### src/rtl/tick_divider_bank.sv
// -----------------------------------------------------------------------------
// tick_divider_bank
//   A bank of NCH independent programmable tick generators. Each channel divides
//   clk by a runtime-writable divisor. Every period it emits a one-cycle tick and
//   toggles a square wave. A new divisor is held in a shadow register and only
//   becomes active at a period boundary, so periods are never cut short.
//
// Ports
//   clk       in   system clock
//   clr_n     in   asynchronous active-low reset
//   sync_clr  in   synchronous restart of all channels (loads shadow divisors)
//   en        in   [NCH]  per-channel count enable
//   wr_en     in   divisor write strobe
//   wr_ch     in   [WCH]  channel index for the write (>= NCH is ignored)
//   wr_div    in   [CW]   new divisor value (0 behaves as 1)
//   tick      out  [NCH]  registered one-cycle pulse per period
//   sq        out  [NCH]  registered square wave, toggles on every tick
//   pending   out  [NCH]  shadow divisor written but not yet active
// -----------------------------------------------------------------------------

// -----------------------------------------------------------------------------
// tick_divider_lane
//   One channel of the bank. All outputs come straight from flops.
//
// Ports
//   i_clk, i_rst_n   clock, async active-low reset
//   i_sync_clr       restart: cnt/tick/sq cleared, shadow divisor made active
//   i_en             count enable
//   i_wr             write strobe already decoded for this lane
//   i_wr_div         divisor being written
//   o_tick           one-cycle pulse at each wrap
//   o_sq             toggles at each wrap
//   o_pending        shadow divisor waiting for the next wrap
// -----------------------------------------------------------------------------
module tick_divider_lane #(
   parameter int unsigned     CW      = 32,
   parameter logic [CW-1:0]   DEF_DIV = CW'(5)
) (
   input  logic          i_clk,
   input  logic          i_rst_n,
   input  logic          i_sync_clr,
   input  logic          i_en,
   input  logic          i_wr,
   input  logic [CW-1:0] i_wr_div,
   output logic          o_tick,
   output logic          o_sq,
   output logic          o_pending
);

   logic [CW-1:0] r_cnt;
   logic [CW-1:0] r_act;
   logic [CW-1:0] r_shd;
   logic          r_tick;
   logic          r_sq;
   logic          r_pend;

   logic [CW-1:0] w_lim;
   logic          w_wrap;

   // Terminal count is D-1 with D = max(active, 1); a zero divisor therefore
   // yields a limit of 0 and the lane ticks on every enabled edge.
   assign w_lim  = (r_act == '0) ? '0 : (r_act - CW'(1));
   // ">=" rather than "==": a count left above a freshly shrunk divisor still
   // wraps on the next enabled edge instead of running all the way round.
   assign w_wrap = i_en && (r_cnt >= w_lim);

   always_ff @(posedge i_clk or negedge i_rst_n) begin
      if (!i_rst_n) begin
         r_cnt  <= '0;
         r_act  <= DEF_DIV;
         r_shd  <= DEF_DIV;
         r_tick <= 1'b0;
         r_sq   <= 1'b0;
         r_pend <= 1'b0;
      end else if (i_sync_clr) begin
         // Restart: a same-cycle write wins over the stored shadow value.
         r_cnt  <= '0;
         r_tick <= 1'b0;
         r_sq   <= 1'b0;
         r_pend <= 1'b0;
         if (i_wr) begin
            r_act <= i_wr_div;
            r_shd <= i_wr_div;
         end else begin
            r_act <= r_shd;
         end
      end else if (i_wr && !i_en) begin
         // Idle lane: no period in flight, so the divisor can switch now.
         r_act  <= i_wr_div;
         r_shd  <= i_wr_div;
         r_cnt  <= '0;
         r_pend <= 1'b0;
         r_tick <= 1'b0;
      end else if (w_wrap) begin
         r_cnt  <= '0;
         r_tick <= 1'b1;
         r_sq   <= ~r_sq;
         r_pend <= 1'b0;
         if (i_wr) begin
            // Write landing on the boundary starts the new period directly.
            r_act <= i_wr_div;
            r_shd <= i_wr_div;
         end else if (r_pend) begin
            r_act <= r_shd;
         end
      end else if (i_en) begin
         r_cnt  <= r_cnt + CW'(1);
         r_tick <= 1'b0;
         if (i_wr) begin
            r_shd  <= i_wr_div;
            r_pend <= 1'b1;
         end
      end else begin
         r_tick <= 1'b0;
      end
   end

   assign o_tick    = r_tick;
   assign o_sq      = r_sq;
   assign o_pending = r_pend;

endmodule

module tick_divider_bank #(
   parameter int unsigned NCH     = 4,
   parameter int unsigned CW      = 32,
   parameter int unsigned DEF_DIV = 100_000_000,
   localparam int unsigned WCH    = (NCH > 1) ? $clog2(NCH) : 1
) (
   input  logic            clk,
   input  logic            clr_n,
   input  logic            sync_clr,
   input  logic [NCH-1:0]  en,
   input  logic            wr_en,
   input  logic [WCH-1:0]  wr_ch,
   input  logic [CW-1:0]   wr_div,
   output logic [NCH-1:0]  tick,
   output logic [NCH-1:0]  sq,
   output logic [NCH-1:0]  pending
);

   localparam logic [CW-1:0] W_DEF = CW'(DEF_DIV);

   logic [NCH-1:0] w_wr_sel;

   // One-hot write decode; an index >= NCH selects no lane, so it is dropped.
   always_comb begin
      w_wr_sel = '0;
      for (int i = 0; i < NCH; i++) begin
         w_wr_sel[i] = wr_en && (int'(wr_ch) == i);
      end
   end

   for (genvar g = 0; g < NCH; g++) begin : g_lane
      tick_divider_lane #(
         .CW      (CW),
         .DEF_DIV (W_DEF)
      ) u_lane (
         .i_clk      (clk),
         .i_rst_n    (clr_n),
         .i_sync_clr (sync_clr),
         .i_en       (en[g]),
         .i_wr       (w_wr_sel[g]),
         .i_wr_div   (wr_div),
         .o_tick     (tick[g]),
         .o_sq       (sq[g]),
         .o_pending  (pending[g])
      );
   end

endmodule

### config.mk
export PLATFORM = sky130hd
export DESIGN_NAME = tick_divider_bank
export DESIGN_NICKNAME = d
export VERILOG_FILES = /design/src/rtl/tick_divider_bank.sv
export SDC_FILE = /design/constraint.sdc
export NUM_CORES = 1
export LEC_CHECK = 0
export ABC_AREA = 1
export CELL_PAD_IN_SITES_DETAIL_PLACEMENT = 1
export CELL_PAD_IN_SITES_GLOBAL_PLACEMENT = 2
export CORE_MARGIN = 2
export CORE_UTILIZATION = 34
export CTS_CLUSTER_SIZE = 14
export DETAILED_ROUTE_END_ITERATION = 6
export PLACE_DENSITY_LB_ADDON = 0.1
export SYNTH_ARGS = -nofsm -noshare
export SYNTH_HDL_FRONTEND = slang
export SYNTH_SLANG_ARGS = --single-unit
### constraint.sdc
create_clock -name clk -period 3.3 [get_ports clk]
set_input_delay 0.33 -clock clk [delete_from_list [all_inputs] [get_ports clk]]
set_output_delay 0.33 -clock clk [all_outputs]
set_load 0.03 [all_outputs]
# ---- Yosys cells after proc, flatten, opt, wreduce, memory -nomap -nowiden
# Index checks and enable logic that the tools add are counted.
dict set report totals {
  regBits 396
  output_inout_bits 12
}
dict set report classes {
  n_addsub 8
  magnitude_cmp 4
  n_eq_ne 7
  mux 104
  bitwise_logic 4
  reduce_logical 53
}
# operator n
set op_table {}
lappend op_table {{two-way mux 32 bit} 60}
lappend op_table {{adder 32 x 1 -> 32 bit, second input constant} 4}
lappend op_table {{greater-or-equal comparator 32 bit} 4}
lappend op_table {{zero test 32 bit} 4}
lappend op_table {{subtractor 32 x 1 -> 32 bit, second input constant} 4}
lappend op_table {{nonzero test 4 bit} 12}
lappend op_table {{two-way mux 1 bit} 44}
lappend op_table {{AND reduction 2 bit} 12}
lappend op_table {{logical AND 1 bit} 12}
lappend op_table {{nonzero test 3 bit} 4}
lappend op_table {{!= test 2 bit, second input constant} 4}
lappend op_table {{nonzero test 2 bit} 4}
lappend op_table {{equality test 2 bit, second input constant} 2}
lappend op_table {{zero test 1 bit} 4}
lappend op_table {{inverter 1 bit} 4}
lappend op_table {{equality test 2 x 1 -> 1 bit, second input constant} 1}
lappend op_table {{zero test 2 bit} 1}

# ---- Depth between registers and ports, before layout
dict set report depth {
  depth_word 7
  depth_mapped 29
  mapped_depth_nobuf 27
}

# ---- Cells and area by module
# Synthesis repeated with hierarchy kept, for this count alone.
dict set report hier_totals {
  hier_cells 3352
  hier_area_um2 24808.8
}
# mod n_inst cells_per_inst area_each_um2
set by_module_without_submodules {}
lappend by_module_without_submodules {{tick_divider_lane (g_lane[1].u_lane ...)} 2 837 6109.6}
lappend by_module_without_submodules {{tick_divider_lane (g_lane[3].u_lane)} 1 842 6297.3}
lappend by_module_without_submodules {{tick_divider_lane (g_lane[0].u_lane)} 1 828 6262.3}
lappend by_module_without_submodules {tick_divider_bank 1 8 30.0}

# ---- Worst setup path after synthesis
# No wires, ideal clock.
dict set report synth_timing {
  path_type {register -> register}
  from {reg g_lane[0].u_lane.r_act[0]}
  to {reg g_lane[0].u_lane.r_act[28]}
  arrival_time_ns 2.944
  required_ns 3.183
  setup_slack_ns 0.239
  stages_incl_launch_ff 26
  path_buffers 1
  path_cell_list {dfrtp_1 inv_1 ha_1 inv_1 nor2_1 nand2_1 nor2_2 inv_1 nor2_1 nand2_1 inv_2 a21oi_1 nand3b_1 ha_1 nand2_1 nor2_1 nand4_1 a21oi_1 nor2_1 nand2_1 nand2_1 nand2_2 nand2_1 buf_2 nand2_1 nand2_1}
}
dict set report synth_between {
  elab_chain_len 6
  elab_cells_between_ends 7
}
# item line_no
set synth_rtl {}
lappend synth_rtl {{from (decl)} 51} ;# logic [CW-1:0] r_act;
lappend synth_rtl {{from (signal assigned)} 82} ;# r_act <= i_wr_div;
lappend synth_rtl {{from (signal assigned)} 85} ;# r_act <= r_shd;
lappend synth_rtl {{from (signal assigned)} 89} ;# r_act <= i_wr_div;
lappend synth_rtl {{subtractor 32 x 1 -> 32 bit or zero test 32 bit (tied branches)} 62} ;# assign w_lim = (r_act == '0) ? '0 : (r_act - CW'(1));
lappend synth_rtl {{two-way mux 32 bit *} 62}
lappend synth_rtl {{greater-or-equal comparator 32 bit *} 65} ;# assign w_wrap = i_en && (r_cnt >= w_lim);
lappend synth_rtl {{logical AND 1 bit *} 65}
lappend synth_rtl {{nonzero test 3 bit (no source line) *} n/a}
lappend synth_rtl {{AND reduction 2 bit (no source line) *} n/a}
# Mark *: on every way between the ends. The rest lies on a longest branch, timed or not.
# A chain may end at the register's enable or synchronous reset.

# ---- Final worst setup path
dict set report layout_timing {
  from {reg g_lane[1].u_lane.r_act[1]}
  to {reg g_lane[1].u_lane.r_act[29]}
}
dict set report layout_between {
  elab_chain_len 6
  elab_cells_between_ends 7
}
# item line_no
set layout_rtl {}
lappend layout_rtl {{from (decl)} 51}
lappend layout_rtl {{from (signal assigned)} 82}
lappend layout_rtl {{from (signal assigned)} 85}
lappend layout_rtl {{from (signal assigned)} 89}
lappend layout_rtl {{subtractor 32 x 1 -> 32 bit or zero test 32 bit (tied branches)} 62}
lappend layout_rtl {{two-way mux 32 bit *} 62}
lappend layout_rtl {{greater-or-equal comparator 32 bit *} 65}
lappend layout_rtl {{logical AND 1 bit *} 65}
lappend layout_rtl {{nonzero test 3 bit (no source line) *} n/a}
lappend layout_rtl {{AND reduction 2 bit (no source line) *} n/a}
# Marks and branches as above.

==> flow_summary.toml <==
[run_status]
status = "finished with violations"
violations = "negative setup slack"

[synthesis]
synth_most_common_cell = "nand2_1"
synth_top_area_share_pct = 30.98
synth_cell_types = 51
synth_area_leaders = "dfrtp_1, nand2_1, dfstp_2, ha_1, nor2_1"
synth_edf_count = 0
postSynthCellCount = 3238
syn_area_mm2 = 0.02423
synthArstFlopShare_pct = 100.0
synthTopCellsByCount = "nand2_1, nor2_1, inv_1"
synth-seq-cells = 396
synth_top_cell_by_area = "dfrtp_1"
ys.warnings.count = 0
synth_fp_nets = 3420
postSynthAreaPerCell_um2 = 7.483
yosysSeqAreaShare_pct = 41.39
ys.flop_type = "dfrtp_1"

[clocking]
cts.sinks = 396
cts_tree = "yes"
cts_made_buffers = 49
cts_max_path_buffers = 3
cts-root-buf = "clkbuf_16"
htreeDepth = 2
clk_latency_ns = 0.61
path_clk_slew_ns = 0.06

[route]
drtIter0Drc = 1307
dr.pass1.iters = 5
wire_per_inst_um = 19.99
drc_errors = 0
vias = 23670
drt_wl_total_um = 93260
post_drt_via_cell_ratio = 5.074
antenna_left = 0

[floorplanning]
core-area_mm2 = 0.07027
die_h_um = 271.0
fp.dieW_um = 271.0
fp-row-count = 97
dieArea_mm2 = 0.07341
start_util_pct = 34.48
io_pins = 54

[cells_and_area]
multiInputGateArea_mm2 = 0.01515
stdcell_count = 4665
fin_nets = 3863
final_util_pct = 48.99
n_fill_cell = 8247
final-seq-area_mm2 = 0.01004
syn2layout_area_growth_pct = 42.08
layout-drive-gt1-share_pct = 33.46
final_cell_area_mm2 = 0.03442

[worst_setup_path]
crit_path_max_fanout = 5
cp-start-kind = "flip-flop"
timing_worst_setup_path_type = "flip-flop to flip-flop"
worstPathRequired_ns = 3.77
crit_start = "g_lane[1].u_lane.r_act[1]$_DFFE_PN0P_"
r2r-start = "g_lane[1].u_lane.r_act[1]$_DFFE_PN0P_"
critPathBufInv = 4
endpoint_kind = "flip-flop"
cp_top_family = "simple AND/OR/NAND/NOR gates"
cp.arrival_ns = 4.07
critPathSlowestCell = "dfrtp_1"
crit_path_max_incr_delay_ns = 0.42
crit_top_cell = "nand2_2"

[worst_hold_path]
hp-class = "input port to asynchronous set/reset pin"

[global_route]
grtUsageMet3_pct = 4.163
grt_pass1_vias = 25330
grt_pass1_wl_um = 142800
antenna_found_initial = 8
grt_overflow_total = 0
grt_use_met1_pct = 33.03
grt.busiest_layer = "met2"
grt_max_degree = 73
grt.total_usage_pct = 24.54
grt_use_met2_pct = 40.54

[run]
max_cap_viol_count = 0

[placement]
placed_cells = 4409
hpwl_um = 62870
placed_cell_area_mm2 = 0.02776
gp_congestion = 0.8543
io_buffers = 53
pre_cts_ws_ns = -0.4763

[power]
ir_drop_uv = 388.4
leakage_nw = 16.32
finalPower_mw = 17.98
powerDensity_mw_per_mm2 = 522.2

[sta]
post-route-period-util_pct = 108.9
timing.fmax_mhz = 278.2
hold_ws_ns = 0.3153
final.min_clock_period_ns = 3.595
rsz0062_at_grt = "true"
worst_slew_pin_slew_ns = 0.7720
slew_headroom_pct = 47.99
hold_violations = 0
tns_ns = -42.14
setup_viol = 251
clock_skew_ns = 0.02378
drv_slew = 0
setup_ws_ns = -0.2950
[area by class of cell]
cell class | instances | share of cell area (%)
clock buffers | 75 | 4.285
repair buffers | 496 | 14.85
multi-input cells | 2395 | 44.02
clock inverters | 16 | 0.4943
flip-flops and latches | 396 | 29.16
well taps | 940 | 3.417
diodes | 4 | 0.02908
inverters | 343 | 3.755
[what timing repair did]
action / 4_1_cts / 5_1_grt
hold buffers: 1 / 0
hold endpoints to repair: 50 / 0
pin swaps: 122 / 212
cloned: 34 / 11
buffers inserted: 93 / 46
resized for setup: 392 / 406
endpoints found under the setup margin: 254 / 268
[layer usage]
metal / routed length (um) / up-vias
li1: - / 11390
met1: 43070 / 11830
met2: 44070 / 322
met3: 3725 / 118
met4: 2380 / 4
met5: 19 / -
[worst paths after layout]
kind | end | slack (ns) | depth (start not counted)
min reg2reg | g_lane[3].u_lane.r_act[20]$_DFFE_PN1P_ | 0.48 | 2
max | g_lane[1].u_lane.r_act[29]$_DFFE_PN0P_ | -0.29 | 25
max in group asynchronous | g_lane[2].u_lane.r_act[22]$_DFFE_PN1P_ | 2.00 | 3
max reg2reg | g_lane[1].u_lane.r_act[29]$_DFFE_PN0P_ | -0.29 | 25
min | g_lane[0].u_lane.r_cnt[24]$_DFFE_PN0P_ | 0.32 | 2
min in group clk | g_lane[0].u_lane.r_cnt[1]$_DFFE_PN0P_ | 0.45 | 4
[registers in the layout (all words and copies together), names as in the netlist]
name / flops
g_lane.u_lane.o_sq: 4
g_lane.u_lane.o_pending: 4
g_lane.u_lane.r_act: 128
g_lane.u_lane.r_cnt: 128
g_lane.u_lane.o_tick: 4
g_lane.u_lane.r_shd: 128
[cell families (layout without fill, tap and decap cells)]
family | after synthesis | count (layout) | synth area share (%)
and+or+nand+nor | 1829 | 1829 | 32.91
muxes | 1 | 1 | 0.04131
buffers and inverters | 447 | 930 | 7.364
adders and majority gates | 140 | 140 | 7.230
other | 0 | 4 | 0
DFF | 396 | 396 | 41.39
xor gates and xnor gates | 111 | 111 | 4.012
AOI/OAI and AO/OA | 314 | 314 | 7.044
[report_power, final]
group	total (mW)	switching, mW	internal [mW]
combinational	6.30	3.58	2.71
clock	5.60	2.29	3.30
sequential	6.08	0.476	5.61
[worst reg2reg max path, stage by stage (launching register included)]
cell and delay (ns):
dfrtp_1 0.42, nor2_2 0.17, nand2_2 0.12, nor2_4 0.15, nand2_2 0.07, nor2_2 0.10
buf_6 0.13, buf_6 0.10, nand4_4 0.08, nor3_4 0.22, xor2_1 0.19, nand2_1 0.12
ha_4 0.29, nand2_4 0.05, nor2_4 0.12, nand4_1 0.14, nor2_1 0.16, nand2_2 0.09
nand2_2 0.08, nand2_2 0.07, nand2_4 0.14, nand2_8 0.11, buf_6 0.14, buf_8 0.13
nand2_2 0.05, nand2_1 0.05
[layout by cell type, fill, tap and decap left out, types with 68 or more instances in the layout]
cell     count
nand2_1    669
buf_4      343
inv_1      301
dfrtp_1    294
nor2_1     288
nand3_1    184
o21ai_0    171
nand2_2    139
ha_1       116
dfstp_2     96
nand3_2     95
xor2_1      80
nor2_2      73
nand4_1     69
nor2_4      68
(Power assumes the default switching activity.)
